===== config.mk =====
export PLATFORM = sky130hd
export DESIGN_NAME = pdm_demodulator
export DESIGN_NICKNAME = d
export VERILOG_FILES = /design/src/rtl/pdm_pkg.sv /design/src/rtl/pdm_tick_gen.sv /design/src/rtl/pdm_demodulator.sv
export SDC_FILE = /design/constraint.sdc
export NUM_CORES = 1
export LEC_CHECK = 0
export BUFFER_PORTS_ARGS = -buffer_cell sky130_fd_sc_hd__buf_2
export CORE_MARGIN = 8
export CORE_UTILIZATION = 55
export DETAILED_ROUTE_END_ITERATION = 10
export GPL_ROUTABILITY_DRIVEN = 0
export PLACE_DENSITY = 0.75
export SYNTH_ARGS = -nofsm -noshare
export SYNTH_HDL_FRONTEND = slang
export SYNTH_SLANG_ARGS = --single-unit

===== constraint.sdc =====
create_clock -name clk -period 8.39 [get_ports clk]
set_input_delay 1.2585 -clock clk [delete_from_list [all_inputs] [get_ports clk]]
set_output_delay 1.2585 -clock clk [all_outputs]
set_load 0.02 [all_outputs]

===== src/rtl/pdm_pkg.sv =====
// pdm_pkg: constants and helpers shared by the PDM modulator and demodulator.
//   PCM_W / PCM_MAX     PCM sample width and full-scale code
//   CIC_ORDER / CIC_DECIM / CIC_W  decimation filter shape and register width
//   WARMUP_DISCARD      comb results dropped after reset while the filter settles
package pdm_pkg;
    localparam int PCM_W          = 10;
    localparam int PCM_MAX        = 1023;
    localparam int CIC_ORDER      = 2;
    localparam int CIC_DECIM      = 32;
    localparam int CIC_W          = 12;
    localparam int WARMUP_DISCARD = 2;

    localparam int DEC_W  = $clog2(CIC_DECIM);
    localparam int WARM_W = $clog2(WARMUP_DISCARD + 1);

    typedef logic [CIC_W-1:0] cic_t;
    typedef logic [PCM_W-1:0] pcm_t;

    // The filter output peaks at exactly R^2 = 1024, one above the PCM range.
    function automatic pcm_t cic_saturate(input cic_t y);
        return (y >= cic_t'(PCM_MAX + 1)) ? pcm_t'(PCM_MAX) : y[PCM_W-1:0];
    endfunction
endpackage


===== src/rtl/pdm_tick_gen.sv =====
// pdm_tick_gen: bit-rate divider shared by the PDM modulator and demodulator.
//   clk    in   system clock
//   reset  in   synchronous, active-high
//   tick   out  one-cycle pulse every CLK_DIV cycles, on the cycle the
//               counter sits at CLK_DIV-1 (first at cycle CLK_DIV-1)
module pdm_tick_gen #(
    parameter int CLK_DIV = 100
) (
    input  logic clk,
    input  logic reset,
    output logic tick
);
    localparam int CNT_W = $clog2(CLK_DIV);
    localparam logic [CNT_W-1:0] LAST = CNT_W'(CLK_DIV - 1);

    logic [CNT_W-1:0] div_cnt;

    assign tick = (div_cnt == LAST);

    always_ff @(posedge clk) begin
        if (reset)
            div_cnt <= '0;
        else if (tick)
            div_cnt <= '0;
        else
            div_cnt <= div_cnt + 1'b1;
    end
endmodule


===== src/rtl/pdm_demodulator.sv =====
// pdm_demodulator: recovers 10-bit PCM from a 1-bit PDM stream using a
// 2nd-order CIC decimator (R = 32), saturation to 0..1023 and a
// valid/ready output.
//   clk        in   system clock
//   reset      in   synchronous, active-high
//   pdm_in     in   PDM bitstream (1 = full scale)
//   pcm_ready  in   downstream accepts pcm_out this cycle
//   pcm_out    out  decoded sample, 0..1023
//   pcm_valid  out  pcm_out holds an unconsumed sample
//   overrun    out  sticky: a sample was overwritten before acceptance
// Build option PDM_DEMOD_INPUT_SYNC_EN: when defined, pdm_in passes through
// a 2-flop synchronizer before sampling (for an asynchronous off-chip line).
module pdm_demodulator
    import pdm_pkg::*;
#(
    parameter int CLK_DIV = 100
) (
    input  logic             clk,
    input  logic             reset,
    input  logic             pdm_in,
    input  logic             pcm_ready,
    output logic [PCM_W-1:0] pcm_out,
    output logic             pcm_valid,
    output logic             overrun
);
    logic tick;

    pdm_tick_gen #(.CLK_DIV(CLK_DIV)) u_tick_gen (
        .clk   (clk),
        .reset (reset),
        .tick  (tick)
    );

    logic pdm_bit;

`ifdef PDM_DEMOD_INPUT_SYNC_EN
    logic [1:0] sync_q;

    always_ff @(posedge clk) begin
        if (reset)
            sync_q <= '0;
        else
            sync_q <= {sync_q[0], pdm_in};
    end

    assign pdm_bit = sync_q[1];
`else
    assign pdm_bit = pdm_in;
`endif

    cic_t              i1, i2, i2_d, c1_d;
    cic_t              c1, y;
    logic [DEC_W-1:0]  dec_cnt;
    logic [WARM_W-1:0] warm_cnt;
    logic              comb_en, result_vld, xfer;

    // Comb stage reads the integrator values from before this tick's update.
    // 12-bit modular wrap cancels exactly in the differences.
    assign comb_en    = tick && (dec_cnt == DEC_W'(CIC_DECIM - 1));
    assign c1         = i2 - i2_d;
    assign y          = c1 - c1_d;
    assign result_vld = comb_en && (warm_cnt == WARM_W'(WARMUP_DISCARD));
    assign xfer       = pcm_valid && pcm_ready;

    // Integrators, decimation counter and comb delays.
    always_ff @(posedge clk) begin
        if (reset) begin
            i1       <= '0;
            i2       <= '0;
            i2_d     <= '0;
            c1_d     <= '0;
            dec_cnt  <= '0;
            warm_cnt <= '0;
        end else if (tick) begin
            i1      <= i1 + cic_t'(pdm_bit);
            i2      <= i2 + i1;
            // CIC_DECIM is a power of two, so the counter wraps by itself.
            dec_cnt <= dec_cnt + 1'b1;
            if (comb_en) begin
                i2_d <= i2;
                c1_d <= c1;
                if (warm_cnt != WARM_W'(WARMUP_DISCARD))
                    warm_cnt <= warm_cnt + 1'b1;
            end
        end
    end

    // Output register. A new result always wins; it only counts as an
    // overrun when the held sample is not being taken in the same cycle.
    always_ff @(posedge clk) begin
        if (reset) begin
            pcm_out   <= '0;
            pcm_valid <= 1'b0;
            overrun   <= 1'b0;
        end else if (result_vld) begin
            pcm_out   <= cic_saturate(y);
            pcm_valid <= 1'b1;
            if (pcm_valid && !pcm_ready)
                overrun <= 1'b1;
        end else if (xfer) begin
            pcm_valid <= 1'b0;
        end
    end
endmodule


==> reports/results.tsv <==
metric	value	unit
outcome	finished, final reports clean	
Crit Path Class	flop to flop	
count leader, synth	dfxtp_1	
Sink Count	74	
max-cap violation count	0	
Slew @ Worst Pin	0.900	ns
top cells by area, synth	dfxtp_1 (34%), ha_1 (11%), nand2_1 (6.2%)	
antenna violation net count after detailed routing	0	
post-synthesis sequential area ratio	33.7	%
compound-cell area share of the yosys netlist	19.8	%
Hold Path Class	flop to flop	
Yosys top cell by area	dfxtp_1	
Worst-path clk slew	0.08	ns
vias in the first global route	3382	
Syn. warnings	0	
via count	3667	
DR DRC count	0	
routed len/inst	12.7	µm
Slew HR	40.0	%
num rows	32	
simple-gate share of the synthesized area	20.9	%
area fraction of the dominant cell type after synthesis	33.7	%
Cell variety after synth	49	
drt pass-1 iters	4	
TNS Setup	0	ns
Startpoint Class	flop	
asr flop ratio synth	0	%
Area Overhead vs Synth	7.41	%
Layout Nets	602	
cells after synthesis	547	
Mean Syn Cell Area	8.03	µm²
I/O pins	16	
GR Overflow Total	0	
die height	105	µm
overall power	0.615	mW
Core ar.	0.00773	mm²
max-slew violations	0	
hold buffer count at CTS	0	
RSZ-0062 raised after global routing	no	
largest net degree at the start of global routing	74	
Post-Syn Area	0.00439	mm²
flop and latch count out of synthesis	74	
detailed-placement wirelength estimate	6110	µm
H-tree levels	3	
post-synthesis mux area share	1.03	%
largest family of logic cells by synthesized area	simple AND/OR/NAND/NOR gates	
crit end category	flop	
DIE AREA	0.0111	mm²
leakage power	1.80	nW
root buf cell	clkbuf_8	
first-pass GRT wire length	14800	µm
Port Buffer Count	15	
Bufs on Longest Clock Path	2	
syn_nets	593	
Num CTS Buffers	9	
initial antenna violation count	0	
fillers	684	
Skew-Pair Late Insertion Delay	0.34	ns
final setup violating endpoints	0	
Layout Skew	0.00836	ns
ys flop type	dfxtp_1	
crit path DAT	4.34	ns
layout cell share with drive strength beyond 1	7.14	%
1st-iter DRT viols	113	
initial cell density of the core	56.8	%
fin crit period	4.15	ns
Post-synth EDFFs	0	
n_diodes	0	
pwr dens	130	mW/mm²
cts repair resizes	0	
Total GRT Usage	15.7	%
die width	105	µm
Setup Fix Bufs, Post-CTS	0	
Hold Vio Cnt, Final	0	
post-synthesis adder-cell area fraction	12.5	%
critical path peak fanout	10	
maximum resistive drop on vdd	0.0764	mV
vias per inst	5.54	
top cells by count, synth	dfxtp_1 (74), nand2_1 (72), nor2_1 (57)	
TritonCTS clock tree	yes	
final WL	8430	µm
xor-xnor portion of the synthesized cell area	7.38	%
final worst path period share	49.5	%
max frequency	0.241	GHz
Worst Path Required	8.58	ns
-- cell type report --
type	count	area (µm²)	share of cell area [%]
Clock buffer	11	151	3.21
Clock inverter	4	27.5	0.584
Inverter	35	131	2.79
Sequential cell	74	1480	31.4
Multi-Input combinational cell	419	2710	57.4
Timing Repair Buffer	17	90.1	1.91
Tap cell	102	128	2.71
-- placed cells by master, fill, tap and decap left out, types with 7 or more instances in the layout --
master,Yosys,final
inv_1,35,35
nor2b_1,8,8
and3_1,7,7
a21o_1,13,13
nand3_1,11,11
xor2_1,15,15
buf_2,0,15
clkbuf_8,0,11
a21oi_1,50,50
nor3_1,9,9
ha_1,39,39
or3_1,9,9
o21a_1,9,9
nor2_1,57,57
nand2_1,72,72
a211oi_1,16,16
xnor2_1,22,22
o21ai_0,20,20
dfxtp_1,74,74
-- metal layers --
| layer | up-vias | track usage, % | wire, µm |
|---|---|---|---|
| met4 | 0 | 5.30 | 91 |
| met5 | - | 0 | 0 |
| li1 | 1908 | - | - |
| met1 | 1699 | 18.3 | 4080 |
| met2 | 52 | 26.8 | 3880 |
| met3 | 8 | 4.69 | 377 |
-- state kept, by name (all words and copies together), names as in the netlist, 2 cells and up --
| register | flops |
|---|---|
| i1 | 12 |
| i2 | 12 |
| warm_cnt | 2 |
| i2_d | 12 |
| dec_cnt | 5 |
| c1_d | 12 |
| pcm_out | 10 |
| u_tick_gen.div_cnt | 7 |
-- path summary, 6_finish.rpt --
check / startpoint / endpoint / slack (ns) / cells past startpoint
worst min register to register: i2_d[4] / i2_d[4] / 0.45 / 2
worst max register to register: i2[0] / pcm_out[2] / 4.24 / 17
worst min-delay path: i2_d[4] / i2_d[4] / 0.45 / 2
worst max-delay path: i2[0] / pcm_out[2] / 4.24 / 17
-- kinds of logic (layout without fill, tap and decap cells) --
group                      after synthesis  count (layout)
AOI/OAI and AO/OA                      136             136
xor gates and xnor gates                37              37
adders and majority gates               42              42
buffers and inverters                   54              67
DFF                                     74              74
muxes                                    4               4
and+or+nand+nor                        200             200
-- critical path, stage by stage (launching register included) --
cell and delay (ns):
dfxtp_1 0.37, inv_1 0.06, ha_1 0.22, fa_1 0.41, nor2b_1 0.14, o21ai_0 0.10
a21boi_0 0.30, o21ai_0 0.21, o21ai_0 0.25, xor2_1 0.21, ha_1 0.31, and3_1 0.22
a221oi_1 0.24, nand2_1 0.08, a21oi_1 0.18, nand3_1 0.12, mux2i_2 0.43, a211oi_1 0.15
-- metrics by stage --
step                utilization, %  instance area [µm²]  cells  worst slack (ns)  hold slack [ns]
floorplan                        -                 4390    547              4.73            0.430
global placement              58.7                 4540    647              4.40            0.442
detailed placement            58.7                 4540    647              4.19            0.447
CTS                           61.0                 4720    662              4.16            0.457
global route                  61.0                 4720    662              3.69            0.479
finish                        61.0                 4720    662              4.24            0.453
-- report_power, final --
group          internal (mW)  leakage (nW)  switching, mW
clock                  0.121        0.0834          0.131
combinational        0.00248          1.12        0.00707
sequential             0.352         0.596        0.00128
Note: power is estimated with default switching activity, not from simulation.
